==> src/rtl/otter_hazard_ctrl_if.sv <==
// Signal bundle between the OTTER pipeline datapath and its hazard/sequencing controller.
// The datapath takes the master view, the controller takes the slave view.
interface otter_hazard_ctrl_if #(
    parameter int XLEN = 32
);
    logic [4:0]      ID_RS1;
    logic [4:0]      ID_RS2;
    logic            ID_USES_RS1;
    logic            ID_USES_RS2;
    logic            ID_VALID;
    logic [XLEN-1:0] ID_PC;
    logic [4:0]      EX_RS1;
    logic [4:0]      EX_RS2;
    logic [4:0]      EX_RD;
    logic            EX_REGWRITE;
    logic            EX_MEMREAD;
    logic            EX_BR_TAKEN;
    logic            EX_MRET;
    logic [4:0]      MEM_RD;
    logic            MEM_REGWRITE;
    logic [4:0]      WB_RD;
    logic            WB_REGWRITE;
    logic            INTR;
    logic            MIE;

    logic            PC_WRITE;
    logic            IMEM_RDEN;
    logic            IF_ID_WRITE;
    logic            IF_ID_FLUSH;
    logic            ID_EX_FLUSH;
    logic [1:0]      PC_SEL;
    logic [1:0]      FWD_A;
    logic [1:0]      FWD_B;
    logic            ID_FWD_A;
    logic            ID_FWD_B;
    logic            INT_TAKEN;
    logic [XLEN-1:0] INT_EPC;
    logic [1:0]      DBG_STATE;

    modport master (
        output ID_RS1, ID_RS2, ID_USES_RS1, ID_USES_RS2, ID_VALID, ID_PC,
        output EX_RS1, EX_RS2, EX_RD, EX_REGWRITE, EX_MEMREAD, EX_BR_TAKEN, EX_MRET,
        output MEM_RD, MEM_REGWRITE, WB_RD, WB_REGWRITE, INTR, MIE,
        input  PC_WRITE, IMEM_RDEN, IF_ID_WRITE, IF_ID_FLUSH, ID_EX_FLUSH, PC_SEL,
        input  FWD_A, FWD_B, ID_FWD_A, ID_FWD_B, INT_TAKEN, INT_EPC, DBG_STATE
    );

    modport slave (
        input  ID_RS1, ID_RS2, ID_USES_RS1, ID_USES_RS2, ID_VALID, ID_PC,
        input  EX_RS1, EX_RS2, EX_RD, EX_REGWRITE, EX_MEMREAD, EX_BR_TAKEN, EX_MRET,
        input  MEM_RD, MEM_REGWRITE, WB_RD, WB_REGWRITE, INTR, MIE,
        output PC_WRITE, IMEM_RDEN, IF_ID_WRITE, IF_ID_FLUSH, ID_EX_FLUSH, PC_SEL,
        output FWD_A, FWD_B, ID_FWD_A, ID_FWD_B, INT_TAKEN, INT_EPC, DBG_STATE
    );
endinterface

==> src/rtl/otter_hazard_ctrl.sv <==
// OTTER 5-stage pipeline controller: forwarding selects, load-use stall, redirect flushes
// and the interrupt entry sequence (RUN -> DRAIN x2 -> ENTER).
module otter_hazard_ctrl (
    input logic               CLK,
    input logic               RST,
    otter_hazard_ctrl_if.slave hz
);
    typedef enum logic [1:0] {
        RUN   = 2'd0,
        DRAIN = 2'd1,
        ENTER = 2'd2
    } state_t;

    state_t     state, state_nxt;
    logic [1:0] cnt, cnt_nxt;
    logic       epc_load;
    logic       luh, redirect, intr_ok;
    logic       pc_write, if_id_write, if_id_flush, id_ex_flush, int_taken;
    logic [1:0] pc_sel, fwd_a, fwd_b;
    logic       id_fwd_a, id_fwd_b;
    logic       unused_inputs;

    // The EX write-enable is not needed: a load always writes, and EX_MEMREAD covers it.
    assign unused_inputs = hz.EX_REGWRITE;

    function automatic logic [1:0] ex_fwd(input logic [4:0] rs, input logic [4:0] mem_rd,
                                          input logic mem_we, input logic [4:0] wb_rd,
                                          input logic wb_we);
        if (mem_we && mem_rd != 5'd0 && mem_rd == rs) return 2'b01;
        if (wb_we && wb_rd != 5'd0 && wb_rd == rs)    return 2'b10;
        return 2'b00;
    endfunction

    assign luh = hz.EX_MEMREAD && hz.EX_RD != 5'd0 &&
                 ((hz.ID_USES_RS1 && hz.EX_RD == hz.ID_RS1) ||
                  (hz.ID_USES_RS2 && hz.EX_RD == hz.ID_RS2));
    assign redirect = hz.EX_BR_TAKEN || hz.EX_MRET;
    assign intr_ok  = hz.INTR && hz.MIE && hz.ID_VALID;

    always_ff @(posedge CLK or posedge RST) begin
        if (RST) begin
            state      <= RUN;
            cnt        <= 2'd0;
            hz.INT_EPC <= '0;
        end else begin
            state <= state_nxt;
            cnt   <= cnt_nxt;
            if (epc_load) hz.INT_EPC <= hz.ID_PC;
        end
    end

    always_comb begin
        state_nxt   = state;
        cnt_nxt     = cnt;
        epc_load    = 1'b0;
        pc_write    = 1'b0;
        if_id_write = 1'b0;
        if_id_flush = 1'b0;
        id_ex_flush = 1'b0;
        pc_sel      = 2'd0;
        int_taken   = 1'b0;
        fwd_a    = ex_fwd(hz.EX_RS1, hz.MEM_RD, hz.MEM_REGWRITE, hz.WB_RD, hz.WB_REGWRITE);
        fwd_b    = ex_fwd(hz.EX_RS2, hz.MEM_RD, hz.MEM_REGWRITE, hz.WB_RD, hz.WB_REGWRITE);
        id_fwd_a = hz.WB_REGWRITE && hz.WB_RD != 5'd0 && hz.WB_RD == hz.ID_RS1;
        id_fwd_b = hz.WB_REGWRITE && hz.WB_RD != 5'd0 && hz.WB_RD == hz.ID_RS2;

        case (state)
            RUN: begin
                if (redirect) begin
                    pc_write    = 1'b1;
                    if_id_write = 1'b1;
                    if_id_flush = 1'b1;
                    id_ex_flush = 1'b1;
                    pc_sel      = hz.EX_MRET ? 2'd3 : 2'd1;
                end else if (luh) begin
                    id_ex_flush = 1'b1;
                end else if (intr_ok) begin
                    epc_load    = 1'b1;
                    cnt_nxt     = 2'd2;
                    if_id_flush = 1'b1;
                    id_ex_flush = 1'b1;
                    state_nxt   = DRAIN;
                end else begin
                    pc_write    = 1'b1;
                    if_id_write = 1'b1;
                end
            end
            DRAIN: begin
                // Older instructions keep moving through EX/MEM/WB while fetch is frozen.
                if_id_flush = 1'b1;
                id_ex_flush = 1'b1;
                cnt_nxt     = cnt - 2'd1;
                if (cnt == 2'd1) state_nxt = ENTER;
            end
            ENTER: begin
                int_taken   = 1'b1;
                pc_sel      = 2'd2;
                pc_write    = 1'b1;
                if_id_flush = 1'b1;
                id_ex_flush = 1'b1;
                state_nxt   = RUN;
            end
            default: state_nxt = RUN;
        endcase

        if (RST) begin
            pc_write    = 1'b0;
            if_id_write = 1'b0;
            if_id_flush = 1'b1;
            id_ex_flush = 1'b1;
            pc_sel      = 2'd0;
            int_taken   = 1'b0;
            fwd_a       = 2'b00;
            fwd_b       = 2'b00;
            id_fwd_a    = 1'b0;
            id_fwd_b    = 1'b0;
        end
    end

    assign hz.PC_WRITE    = pc_write;
    assign hz.IMEM_RDEN   = pc_write;
    assign hz.IF_ID_WRITE = if_id_write;
    assign hz.IF_ID_FLUSH = if_id_flush;
    assign hz.ID_EX_FLUSH = id_ex_flush;
    assign hz.PC_SEL      = pc_sel;
    assign hz.FWD_A       = fwd_a;
    assign hz.FWD_B       = fwd_b;
    assign hz.ID_FWD_A    = id_fwd_a;
    assign hz.ID_FWD_B    = id_fwd_b;
    assign hz.INT_TAKEN   = int_taken;
    assign hz.DBG_STATE   = state;
endmodule

==> src/flat_wrapper.sv <==
// flat-port wrapper written by rule: the top's interface ports become plain ports
module otter_hazard_ctrl_flat 
  (CLK, RST, hz_ID_RS1, hz_ID_RS2, hz_ID_USES_RS1, hz_ID_USES_RS2, hz_ID_VALID, hz_ID_PC, hz_EX_RS1, hz_EX_RS2, hz_EX_RD, hz_EX_REGWRITE, hz_EX_MEMREAD, hz_EX_BR_TAKEN, hz_EX_MRET, hz_MEM_RD, hz_MEM_REGWRITE, hz_WB_RD, hz_WB_REGWRITE, hz_INTR, hz_MIE, hz_PC_WRITE, hz_IMEM_RDEN, hz_IF_ID_WRITE, hz_IF_ID_FLUSH, hz_ID_EX_FLUSH, hz_PC_SEL, hz_FWD_A, hz_FWD_B, hz_ID_FWD_A, hz_ID_FWD_B, hz_INT_TAKEN, hz_INT_EPC, hz_DBG_STATE);
  otter_hazard_ctrl_if #(.XLEN(32)) hz_i ();
  input logic CLK;
  input logic RST;
  input wire logic [$bits(hz_i.ID_RS1)-1:0] hz_ID_RS1;
  input wire logic [$bits(hz_i.ID_RS2)-1:0] hz_ID_RS2;
  input wire logic [$bits(hz_i.ID_USES_RS1)-1:0] hz_ID_USES_RS1;
  input wire logic [$bits(hz_i.ID_USES_RS2)-1:0] hz_ID_USES_RS2;
  input wire logic [$bits(hz_i.ID_VALID)-1:0] hz_ID_VALID;
  input wire logic [$bits(hz_i.ID_PC)-1:0] hz_ID_PC;
  input wire logic [$bits(hz_i.EX_RS1)-1:0] hz_EX_RS1;
  input wire logic [$bits(hz_i.EX_RS2)-1:0] hz_EX_RS2;
  input wire logic [$bits(hz_i.EX_RD)-1:0] hz_EX_RD;
  input wire logic [$bits(hz_i.EX_REGWRITE)-1:0] hz_EX_REGWRITE;
  input wire logic [$bits(hz_i.EX_MEMREAD)-1:0] hz_EX_MEMREAD;
  input wire logic [$bits(hz_i.EX_BR_TAKEN)-1:0] hz_EX_BR_TAKEN;
  input wire logic [$bits(hz_i.EX_MRET)-1:0] hz_EX_MRET;
  input wire logic [$bits(hz_i.MEM_RD)-1:0] hz_MEM_RD;
  input wire logic [$bits(hz_i.MEM_REGWRITE)-1:0] hz_MEM_REGWRITE;
  input wire logic [$bits(hz_i.WB_RD)-1:0] hz_WB_RD;
  input wire logic [$bits(hz_i.WB_REGWRITE)-1:0] hz_WB_REGWRITE;
  input wire logic [$bits(hz_i.INTR)-1:0] hz_INTR;
  input wire logic [$bits(hz_i.MIE)-1:0] hz_MIE;
  output wire logic [$bits(hz_i.PC_WRITE)-1:0] hz_PC_WRITE;
  output wire logic [$bits(hz_i.IMEM_RDEN)-1:0] hz_IMEM_RDEN;
  output wire logic [$bits(hz_i.IF_ID_WRITE)-1:0] hz_IF_ID_WRITE;
  output wire logic [$bits(hz_i.IF_ID_FLUSH)-1:0] hz_IF_ID_FLUSH;
  output wire logic [$bits(hz_i.ID_EX_FLUSH)-1:0] hz_ID_EX_FLUSH;
  output wire logic [$bits(hz_i.PC_SEL)-1:0] hz_PC_SEL;
  output wire logic [$bits(hz_i.FWD_A)-1:0] hz_FWD_A;
  output wire logic [$bits(hz_i.FWD_B)-1:0] hz_FWD_B;
  output wire logic [$bits(hz_i.ID_FWD_A)-1:0] hz_ID_FWD_A;
  output wire logic [$bits(hz_i.ID_FWD_B)-1:0] hz_ID_FWD_B;
  output wire logic [$bits(hz_i.INT_TAKEN)-1:0] hz_INT_TAKEN;
  output wire logic [$bits(hz_i.INT_EPC)-1:0] hz_INT_EPC;
  output wire logic [$bits(hz_i.DBG_STATE)-1:0] hz_DBG_STATE;
  assign hz_i.ID_RS1 = hz_ID_RS1;
  assign hz_i.ID_RS2 = hz_ID_RS2;
  assign hz_i.ID_USES_RS1 = hz_ID_USES_RS1;
  assign hz_i.ID_USES_RS2 = hz_ID_USES_RS2;
  assign hz_i.ID_VALID = hz_ID_VALID;
  assign hz_i.ID_PC = hz_ID_PC;
  assign hz_i.EX_RS1 = hz_EX_RS1;
  assign hz_i.EX_RS2 = hz_EX_RS2;
  assign hz_i.EX_RD = hz_EX_RD;
  assign hz_i.EX_REGWRITE = hz_EX_REGWRITE;
  assign hz_i.EX_MEMREAD = hz_EX_MEMREAD;
  assign hz_i.EX_BR_TAKEN = hz_EX_BR_TAKEN;
  assign hz_i.EX_MRET = hz_EX_MRET;
  assign hz_i.MEM_RD = hz_MEM_RD;
  assign hz_i.MEM_REGWRITE = hz_MEM_REGWRITE;
  assign hz_i.WB_RD = hz_WB_RD;
  assign hz_i.WB_REGWRITE = hz_WB_REGWRITE;
  assign hz_i.INTR = hz_INTR;
  assign hz_i.MIE = hz_MIE;
  assign hz_PC_WRITE = hz_i.PC_WRITE;
  assign hz_IMEM_RDEN = hz_i.IMEM_RDEN;
  assign hz_IF_ID_WRITE = hz_i.IF_ID_WRITE;
  assign hz_IF_ID_FLUSH = hz_i.IF_ID_FLUSH;
  assign hz_ID_EX_FLUSH = hz_i.ID_EX_FLUSH;
  assign hz_PC_SEL = hz_i.PC_SEL;
  assign hz_FWD_A = hz_i.FWD_A;
  assign hz_FWD_B = hz_i.FWD_B;
  assign hz_ID_FWD_A = hz_i.ID_FWD_A;
  assign hz_ID_FWD_B = hz_i.ID_FWD_B;
  assign hz_INT_TAKEN = hz_i.INT_TAKEN;
  assign hz_INT_EPC = hz_i.INT_EPC;
  assign hz_DBG_STATE = hz_i.DBG_STATE;
  otter_hazard_ctrl u_core (.CLK(CLK), .RST(RST), .hz(hz_i));
endmodule
==> config.mk <==
export PLATFORM = sky130hd
export DESIGN_NAME = otter_hazard_ctrl_flat
export DESIGN_NICKNAME = d
export VERILOG_FILES = /design/src/rtl/otter_hazard_ctrl_if.sv /design/src/rtl/otter_hazard_ctrl.sv /design/src/flat_wrapper.sv
export SDC_FILE = /design/constraint.sdc
export NUM_CORES = 1
export LEC_CHECK = 0
export BUFFER_PORTS_ARGS = -buffer_cell sky130_fd_sc_hd__buf_2
export CELL_PAD_IN_SITES_DETAIL_PLACEMENT = 0
export CELL_PAD_IN_SITES_GLOBAL_PLACEMENT = 1
export CORE_ASPECT_RATIO = 1.2
export CORE_UTILIZATION = 29
export CTS_CLUSTER_DIAMETER = 200
export CTS_CLUSTER_SIZE = 8
export DETAILED_ROUTE_END_ITERATION = 6
export HOLD_SLACK_MARGIN = 0.03
export PLACE_DENSITY = 0.78
export SYNTH_ARGS = -nofsm -noshare
export SYNTH_HDL_FRONTEND = slang
export SYNTH_SLANG_ARGS = --single-unit
==> constraint.sdc <==
create_clock -name CLK -period 3.3 [get_ports CLK]
set_input_delay 0.825 -clock CLK [delete_from_list [all_inputs] [get_ports CLK]]
set_output_delay 0.825 -clock CLK [all_outputs]
set_load 0.02 [all_outputs]
==> out/qor.yml, run 1 <==
final_layout_size_suffix_gt1_share_pct: 54.6
drtIter0Drc: 18
vdd.ir_drop.worst_mv: 0.397
start_kind: "input port"
leakage_nw: 1.48
maxSlewViolCount: 0
post-route-drc-count: 0
cp.required_ns: 2.47
io_pins: 128
coreArea_mm2: 0.00736
grt-ovfl-total: 0
drv_cap: 0
area_delta_synth_final_pct: 38.9
synthMuxAreaShare_pct: 17.0
tns_ns: 0
cts.sinks: 36
crit_path_top_delay_cell: "or4_4"
rsz0062_at_grt: "false"
drt_pass1_iterations: 4
syn_area_mm2: 0.00224
r2r-start: "u_core.hz.DBG_STATE[1]"
fill_cells: 747
tightest_slew_ns: 0.390
ys_seq_area_share_pct: 40.2
cts.clk_slew.worst_paths_ns: 0.07
synth-seq-cells: 36
max_stage_delay_ns: 0.55
detail-route-antenna-nets: 0
hold_depth: 1
place.gp.congestion: 0.745
min_from: "u_core.hz.INT_EPC[30]"
synthSimpleGateAreaFrac_pct: 12.0
clk_latency_ns: 0.28
min_period_ns: 3.24
grt_max_degree: 33
fin_crit_sh_pct: 98.2
worstSetupPathType: "in -> out"
numCtsBuffers: 5
hold_path_end: "u_core.hz.INT_EPC[30]"
wl_per_cell_um: 13.9
start_util_pct: 30.4
die_w_um: 82.2
max-slew-margin-rel_pct: 73.3
die_area_mm2: 0.00808
cp_num_buf_inv: 2
grt_pass1_wl_mm: 9.44
end_kind: "primary output"
fp.dieH_um: 98.3
io_buffers: 126
skew_ns: 0.00684
drt-total-wl_mm: 5.91
hold_violations: 0
final_cell_mix: "buf_2, dfrtp_1, mux2_2"
viasPerCell: 4.82
hold_class: "reg -> reg"
utilization_pct: 42.3
hpwl_mm: 4.89
yosys_warnings: 0
design.final.nets: 419
groute.usage.overall_pct: 15.2
crit_path_frequent_cell: "buf_2"
fp-row-count: 34
cp_top_family: "compound AO/OA/AOI/OAI gates"
setup_viol: 0
synth_edf_count: 0
synth_compound_area_share_pct: 8.65
layout.cells.most_common: "buf_2"
synth_fa_ha_area_share_pct: 2.79
hold_ws_ns: 0.507
path_max_fanout: 3
r2r_end: "u_core.hz.INT_EPC[27]"
power_w: 0.00184
syn_area_per_cell_um2: 11.0
vias: 2048
cts_root_buf: "clkbuf_8"
htree_num_levels: 2
synthesis.nets: 289
syn_inst: 204
cellPowerDensity_mw_per_mm2: 593
async_reset_ff_share_pct: 100
reg2reg_slack_ns: 1.28
cp.arrival_ns: 2.41
hold_buffers: 0
synth.distinct_cells: 43
synth_top_family_by_area: "multiplexers"
ys.flop_type: "dfrtp_1"
synth-xor-area-share_pct: 15.6
status: "completed"
n_antenna_cell: 0
antenna_found_initial: 0
crit_chain: "buf_2 -> or4_4 -> o21a_4 -> a2111oi_0 -> o31ai_1 -> buf_2"
cts_tree: "yes"
clock.fmax_ghz: 0.309
reg2regPathDepth: 6
cts_buffer_depth: 2
grt_pass1_vias: 2142
-- where the power goes --
group	switching, W	internal (W)
clock	0.000157	0.000170
combinational	0.000474	0.000359
sequential	0.0000822	0.000603
-- state kept, by name, indices dropped and copies added (netlist names) --
register             cells
u_core.hz.INT_EPC       32
u_core.hz.DBG_STATE      2
u_core.cnt               2
-- routing by layer --
| layer | part of all wire (%) | GRT usage [%] |
|---|---|---|
| met4 | 0.96 | 4.45 |
| met2 | 52 | 28.9 |
| met5 | 0 | 0 |
| met3 | 9.4 | 4.11 |
| met1 | 38 | 15.4 |
-- logic make-up (layout without fill, tap and decap cells) --
family / after synthesis / after routing
AND/OR/NAND/NOR: 50 / 50
flip-flops: 36 / 36
XOR/XNOR: 40 / 40
multiplexers: 33 / 33
buffers and inverters: 15 / 146
AO/OA/AOI/OAI: 25 / 25
adder cells (fa/ha/maj): 5 / 5
-- synth_stat cells (2+ instances only) --
master / number / area [um2]
inv_1: 4 / 15.0
o31ai_1: 2 / 15.0
clkbuf_1: 7 / 26.3
a21oi_1: 4 / 20.0
mux2_2: 29 / 327
o21ai_0: 4 / 20.0
nor2_1: 9 / 33.8
nand2b_1: 2 / 12.5
nand2_1: 8 / 30.0
buf_6: 3 / 33.8
nand4_1: 3 / 18.8
xor2_1: 14 / 123
xnor2_1: 26 / 228
nand3_1: 6 / 30.0
dfrtp_1: 36 / 901
mux2_4: 3 / 45.0
or4_1: 4 / 30.0
or2_2: 2 / 12.5
nor3_1: 4 / 20.0
ha_1: 5 / 62.6
nor2b_1: 2 / 12.5
nor4_1: 6 / 37.5
-- how the worst max path moves through the flow --
stage	startpoint	endpoint	slack, ns	cells after the start
CTS	hz_EX_RD[1]	hz_ID_EX_FLUSH	0.06	6
global route	hz_EX_RD[1]	hz_ID_EX_FLUSH	0.009	6
finish	hz_EX_RD[1]	hz_ID_EX_FLUSH	0.06	6
global placement	hz_EX_RD[1]	hz_IMEM_RDEN	0.1	6
floorplan	RST	hz_FWD_A[1]	0.04	4
detailed placement	hz_EX_RD[1]	hz_ID_EX_FLUSH	0.07	6
-- repair_timing --
action	in CTS	in global routing
resized for setup	0	1
buffers inserted	0	0
endpoints found under the setup margin	0	2
-- through the flow --
stage	area [um2]	setup WS, ns	std cells
2_1_floorplan	2270	0.0372	204
3_3_place_gp	3020	0.0973	417
3_5_place_dp	3020	0.0735	417
4_1_cts	3110	0.0618	425
5_1_grt	3110	0.00893	425
6_report	3110	0.0608	425
-- area by class of cell --
cell class	instances	area, um2	area share (%)
multi-input cells	153	1280	41.2
clock buffers	7	86.3	2.77
inverters	4	18.8	0.603
well taps	90	113	3.62
clock inverters	1	7.51	0.241
repair buffers	134	703	22.6
flip-flops and latches	36	901	28.9
(Power assumes the default switching activity.)
==> run 2: changes to the inputs <==
--- a/config.mk
+++ b/config.mk
@@ -5,16 +5,17 @@
 export SDC_FILE = /design/constraint.sdc
 export NUM_CORES = 1
 export LEC_CHECK = 0
-export BUFFER_PORTS_ARGS = -buffer_cell sky130_fd_sc_hd__buf_2
 export CELL_PAD_IN_SITES_DETAIL_PLACEMENT = 0
 export CELL_PAD_IN_SITES_GLOBAL_PLACEMENT = 1
 export CORE_ASPECT_RATIO = 1.2
-export CORE_UTILIZATION = 29
+export CORE_UTILIZATION = 40
 export CTS_CLUSTER_DIAMETER = 200
 export CTS_CLUSTER_SIZE = 8
 export DETAILED_ROUTE_END_ITERATION = 6
+export DONT_BUFFER_PORTS = 1
 export HOLD_SLACK_MARGIN = 0.03
-export PLACE_DENSITY = 0.78
+export PLACE_DENSITY_LB_ADDON = 0.08
+export RECOVER_POWER = 25
 export SYNTH_ARGS = -nofsm -noshare
 export SYNTH_HDL_FRONTEND = slang
 export SYNTH_SLANG_ARGS = --single-unit
==> run 2 against run 1 <==
  * Wire length is 11% lower
  * Core utilization up 4.0 points
  * Hold slack improved by 0.087 ns
  * Cell area is 21% lower
  * Largest cell class unchanged
  * First-iteration DRC count increased by 78%
  * Register-to-register slack got worse by 0.37 ns
  * Sequential power rose by 34%
  * Sequential cell count unchanged
==> out/qor.yml, run 2 (synthesized netlist as in run 1, its figures left out) <==
grt-ovfl-total: 0  # unchanged
swShare_pct: 39.4  # +0.75 points
design.final.nets: 300  # -28%
hold_buffers: 0  # unchanged
grt_max_degree: 40  # +21%
layout.cells.most_common: "dfrtp_1"
drv_cap: 0  # unchanged
hpwl_mm: 4.15  # -15%
n_antenna_cell: 0  # unchanged
grt_pass1_vias: 1833  # -14%
regMostFlops: "u_core.hz.INT_EPC"
start_kind: "input port"
clock.fmax_ghz: 0.319  # +3.4%
viasPerCell: 5.89  # +22%
p_seq_share_pct: 57.2  # +20 points
fill_cells: 498  # -33%
area_delta_synth_final_pct: 10.2
p_sw_w: 0.000633  # -11%
path_max_fanout: 4  # +1
post_cts_resized: 0  # unchanged
combPwrFrac_pct: 25.4  # -20 points
cts_buffer_depth: 2  # unchanged
grt_pass1_wl_mm: 8.59  # -9.0%
utilization_pct: 46.3  # +4.0 points
worstSetupPathType: "in -> out"
tns_ns: 0  # unchanged
max-slew-margin-rel_pct: 33.4  # -40 points
htree_num_levels: 2  # unchanged
cp.required_ns: 2.47  # about the same
setup_viol: 0  # unchanged
die_w_um: 70.3  # -14%
cts.sinks: 36  # unchanged
cts_tree: "yes"
die_area_mm2: 0.00591  # -27%
post-route-drc-count: 0  # unchanged
cts_root_buf: "clkbuf_8"
drt_pass1_iterations: 4  # unchanged
detail-route-antenna-nets: 0  # unchanged
intPower_w: 0.000972  # -14%
groute.usage.overall_pct: 18.2  # +3.0 points
vdd.ir_drop.worst_mv: 0.423  # +6.6%
io_buffers: 0  # -100%
start_util_pct: 42.0  # +12 points
cp.arrival_ns: 2.31  # -0.10 ns
hold_class: "in -> async"
tightest_slew_ns: 0.989  # +0.599 ns
place.gp.congestion: 0.846  # +14%
fp.dieH_um: 84.0  # -15%
status: "completed"
leakage_nw: 0.988  # -33%
fp-row-count: 29  # -15%
final_layout_size_suffix_gt1_share_pct: 29.3  # -25 points
min_period_ns: 3.13  # -0.106 ns
maxSlewViolCount: 0  # unchanged
skew_ns: 0.00311  # -0.00373 ns
wl_per_cell_um: 18.9  # +36%
drtIter0Drc: 32  # +14
cts_setup_buffers: 0  # unchanged
end_kind: "primary output"
clk_latency_ns: 0.27  # about the same
coreArea_mm2: 0.00533  # -28%
hold_violations: 0  # unchanged
largest_reg_flops: 32  # unchanged
drt-total-wl_mm: 5.24  # -11%
fin_crit_sh_pct: 94.9  # -3.2 points
vias: 1632  # -20%
cellPowerDensity_mw_per_mm2: 650  # +9.7%
numCtsBuffers: 5  # unchanged
cts.clk_slew.worst_paths_ns: 0.07  # about the same
final_cell_mix: "dfrtp_1, mux2_2, xnor2_1"
power.share.clock_pct: 17.5  # -0.2 points
rsz0062_at_grt: "false"
io_pins: 128  # unchanged
antenna_found_initial: 0  # unchanged
==> run 2: changes by cell type in the layout (fill, tap and decap cells not counted) <==
cell and delta:
o21ai_1 -1, clkinv_2 +1, clkbuf_8 -1, o21ai_0 +1
buf_4 +8, clkinvlp_2 +1, buf_12 -1, clkinvlp_4 -2
buf_2 -126
==> run 2: final timing paths <==
path | from | end | slack [ns] | cells past startpoint
max | hz_MEM_RD[0] | hz_FWD_A[1] | 0.17 | 5
min | RST | u_core.hz.INT_EPC[22] | 0.59 | 2
max reg2reg | u_core.hz.DBG_STATE[1] | u_core.hz.INT_EPC[11] | 0.91 | 6
min reg2reg | u_core.cnt[1] | u_core.cnt[1] | 0.62 | 3
max in group asynchronous | RST | u_core.hz.INT_EPC[0] | 2.36 | 2
min in group CLK | u_core.cnt[1] | u_core.cnt[1] | 0.62 | 3
==> run 2: critical path, stage by stage <==
cell	delay, ns
or4_1	0.50
o21ai_0	0.38
nor3_1	0.13
nor4_2	0.29
buf_4	0.18
==> run 2: routing by layer <==
metal	vias up	wire, um	global-route usage [%]	part of all wire (%)
li1	744	-	-	-
met3	8	556	6.16	11
met5	-	0	0	0
met1	774	1870	18.7	36
met2	106	2720	33.3	52
met4	0	104	6.91	2.0
==> run 2: area by class of cell <==
class	count	area, um2	share of cell area, %
clock inverter	1	5.00	0.203
clock buffer	6	72.6	2.94
multi-input combinational	153	1280	52.0
timing repair buffer	15	113	4.56
inverter	4	16.3	0.659
sequential	36	901	36.5
tap	62	77.6	3.14
==> run 2: power by group through the flow <==
| stage | sequential [W] | combinational, W | clock [W] |
|---|---|---|---|
| 2_1_floorplan | 0.000885 | 0.000344 | 0 |
| 3_3_place_gp | 0.000923 | 0.000389 | 0 |
| 3_5_place_dp | 0.000923 | 0.000413 | 0 |
| 4_1_cts | 0.000922 | 0.000411 | 0.000298 |
| 5_1_grt | 0.000939 | 0.000450 | 0.000316 |
| 6_report | 0.000917 | 0.000407 | 0.000280 |
==> run 2: stage by stage <==
stage          total power, W  setup WS (ns)  hold WS (ns)  cell area (um2)  cells
3_3_place_gp          0.00131          0.199         0.593             2390    270
2_1_floorplan         0.00123         0.0372         0.578             2270    204
6_report              0.00160          0.167         0.595             2470    277
4_1_cts               0.00163          0.169         0.585             2470    277
3_5_place_dp          0.00134          0.174         0.609             2390    270
5_1_grt               0.00171         0.0335         0.645             2470    277
==> run 3: changes to the inputs <==
--- a/config.mk
+++ b/config.mk
@@ -5,10 +5,11 @@
 export SDC_FILE = /design/constraint.sdc
 export NUM_CORES = 1
 export LEC_CHECK = 0
+export ABC_AREA = 1
 export CELL_PAD_IN_SITES_DETAIL_PLACEMENT = 0
 export CELL_PAD_IN_SITES_GLOBAL_PLACEMENT = 1
 export CORE_ASPECT_RATIO = 1.2
-export CORE_UTILIZATION = 40
+export CORE_UTILIZATION = 35
 export CTS_CLUSTER_DIAMETER = 200
 export CTS_CLUSTER_SIZE = 8
 export DETAILED_ROUTE_END_ITERATION = 6
==> run 3 against run 2 <==
  * The flow now finishes with violations (max-capacitance violations, max-slew violations)
  * Non-clock buffer count fell by 5
  * Sequential power up 15%
  * Sequential cell count did not move
  * Clock skew grew 0.0018 ns
  * Clock power grew 4%
  * Cell area rose by 3.0%
  * Core utilization shrank 7.1 points
  * Worst setup slack improved by 0.29 ns
  * Critical path type is now reg -> out
==> out/qor.yml, run 3 <==
setup_viol: 0  # unchanged
syn_area_mm2: 0.00238  # +6.1%
start_util_pct: 36.7  # -5.4 points
io_pins: 128  # unchanged
htree_num_levels: 2  # unchanged
tns_ns: 0  # unchanged
die_area_mm2: 0.00713  # +21%
final-seq-area_um2: 901  # unchanged
io_buffers: 0  # unchanged
final_cell_mix: "nand2_1, nand4_1, dfrtp_1"
hold_class: "reg -> reg"
dpl_cell_area_mm2: 0.00247  # +3.3%
wl_per_cell_um: 15.3  # -19%
design.final.nets: 416  # +39%
detail-route-antenna-nets: 0  # unchanged
min_period_ns: 2.84  # -0.290 ns
synth_common_cells: "nand2_1, nand4_1, dfrtp_1"
start_kind: "flip-flop"
cts.clk_slew.worst_paths_ns: 0.07  # about the same
clock.fmax_ghz: 0.352  # +10%
coreArea_mm2: 0.00649  # +22%
rsz0062_at_grt: "false"
antenna_found_initial: 0  # unchanged
hold_buffers: 0  # unchanged
cts.sinks: 36  # unchanged
cts_root_buf: "clkbuf_8"
viasPerCell: 5.13  # -13%
max-slew-margin-rel_pct: -29.1  # -63 points
syn_area_per_cell_um2: 7.23  # -34%
fin_area_mm2: 0.00254  # +3.0%
grt-ovfl-total: 0  # unchanged
end_kind: "primary output"
post_cts_resized: 0  # unchanged
dp_cells: 409  # +51%
groute.usage.overall_pct: 19.1  # +0.84 points
yosysTopAreaCell: "dfrtp_1"
fill_cells: 733  # +47%
area_delta_synth_final_pct: 7.00
fp.dieH_um: 92.3  # +9.9%
path_max_fanout: 5  # +1
cp_num_buf_inv: 5  # +4
drtIter0Drc: 63  # +97%
grt_pass1_vias: 2366  # +29%
max_stage_delay_ns: 0.51  # about the same
n_antenna_cell: 0  # unchanged
skew_ns: 0.00493  # +0.00183 ns
regMostFlops: "u_core.hz.INT_EPC"
maxSlewViolCount: 37  # +37
fin_crit_sh_pct: 86.1  # -8.8 points
cts_setup_buffers: 0  # unchanged
vdd.ir_drop.worst_mv: 0.226  # -47%
cp.required_ns: 2.47  # about the same
ys_seq_area_share_pct: 37.9  # -2.3 points
status: "finished, violations left"
cp.arrival_ns: 2.02  # -0.29 ns
hold_violations: 0  # unchanged
reg2reg_slack_ns: 1.05  # +0.14 ns
crit_path_top_delay_cell: "dfrtp_1"
ys.flop_type: "dfrtp_1"
yosysMostFrequentCell: "nand2_1"
die_w_um: 77.2  # +9.8%
layout.cells.most_common: "nand2_1"
synth.top_cell.area_share_pct: 37.9  # -2.3 points
crit_chain: "inv_1 -> ha_1 -> inv_1 -> nor2_1 -> inv_1 -> nor2_1 -> inv_1 -> nand3_1 -> buf_4"
cp_top_family: "buffers and inverters"
post-route-drc-count: 0  # unchanged
yosys_warnings: 0  # unchanged
synth.distinct_cells: 28  # -35%
final_cells: 416  # +50%
numCtsBuffers: 5  # unchanged
fp-row-count: 32  # +10%
failed_checks: "max-capacitance violations, max-slew violations"
place.gp.congestion: 0.750  # -11%
synth_edf_count: 0  # unchanged
drt-total-wl_mm: 6.37  # +22%
leakage_nw: 1.33  # +35%
power_w: 0.00188  # +17%
syn_inst: 329  # +61%
drt_pass1_iterations: 5  # +1
utilization_pct: 39.2  # -7.1 points
yosys-top-cells-area: "dfrtp_1, nand2_1, nand4_1"
drv_cap: 1  # +1
cts_buffer_depth: 2  # unchanged
multi_input_area_mm2: 0.00127  # -1.1%
clk_latency_ns: 0.28  # about the same
synth-seq-cells: 36  # unchanged
async_reset_ff_share_pct: 100  # unchanged
tightest_slew_ns: 1.94  # +0.947 ns
worstSetupPathType: "reg -> out"
vias: 2133  # +31%
grt_max_degree: 37  # -7.5%
hpwl_mm: 4.91  # +18%
largest_reg_flops: 32  # unchanged
crit_path_frequent_cell: "inv_1"
cts_tree: "yes"
cellPowerDensity_mw_per_mm2: 740  # +14%
grt_pass1_wl_mm: 10.8  # +26%
final_layout_size_suffix_gt1_share_pct: 7.55  # -22 points
synthesis.nets: 414  # +43%
==> run 3: cell types whose count changed after synthesis, moves of 4 or more <==
cell / delta
nand2_1: +112
nand4_1: +34
mux2_2: -29
inv_1: +24
nor2_1: +13
xnor2_1: -13
buf_2: +6
nand3_1: +6
xor2_1: -6
or4_1: -4
==> run 3: layout make-up <==
| cell class | instances | area share, % |
|---|---|---|
| Inverter | 31 | 4.62 |
| Sequential cell | 36 | 35.4 |
| Clock buffer | 6 | 2.85 |
| Tap cell | 85 | 4.18 |
| Clock inverter | 1 | 0.197 |
| Timing Repair Buffer | 10 | 2.80 |
| Multi-Input combinational cell | 247 | 49.9 |
==> run 3: tightest hold or removal path: stages (launching register included) <==
cell     delay, ns
dfrtp_1       0.35
nand2_1       0.06
nand2_1       0.05
==> run 3: cell families (layout without fill, tap and decap cells) <==
family	count (synthesis)	after routing	synth area share (%)
AO/OA/AOI/OAI	14	14	3.58
XOR/XNOR	21	21	7.74
adder cells (fa/ha/maj)	5	5	2.63
buffers and inverters	46	48	8.68
flip-flops	36	36	37.9
AND/OR/NAND/NOR	207	207	39.5
==> run 3: final timing paths <==
| kind | start | cells past startpoint | to |
|---|---|---|---|
| worst min-delay path | u_core.cnt[1] | 2 | u_core.cnt[1] |
| max in group asynchronous | RST | 2 | u_core.hz.INT_EPC[3] |
| min in group asynchronous | RST | 2 | u_core.hz.INT_EPC[21] |
| worst min register to register | u_core.cnt[1] | 2 | u_core.cnt[1] |
| worst max-delay path | u_core.hz.DBG_STATE[0] | 9 | hz_IMEM_RDEN |
| worst max register to register | u_core.hz.DBG_STATE[0] | 8 | u_core.hz.INT_EPC[5] |
==> run 3: per-stage QoR <==
step | setup WS, ns | hold slack, ns
6_report | 0.457 | 0.487
5_1_grt | 0.243 | 0.524
4_1_cts | 0.405 | 0.485
3_5_place_dp | 0.529 | 0.466
3_3_place_gp | 0.533 | 0.458
2_1_floorplan | 0.313 | 0.442
==> run 3: per-layer routing <==
layer,wire length [um],GRT usage [%],vias to the layer above,part of all wire [%]
met4,63,5.97,0,0.99
met1,2360,19.5,959,37
met2,3240,35.5,98,51
met5,0,0,-,0
met3,714,6.87,4,11
li1,-,-,1072,-
==> run 3: report_power, final <==
part           internal (W)  switching, W
Clock              0.000144      0.000146
Combinational      0.000202      0.000343
Sequential         0.000644      0.000401
Total              0.000990      0.000891
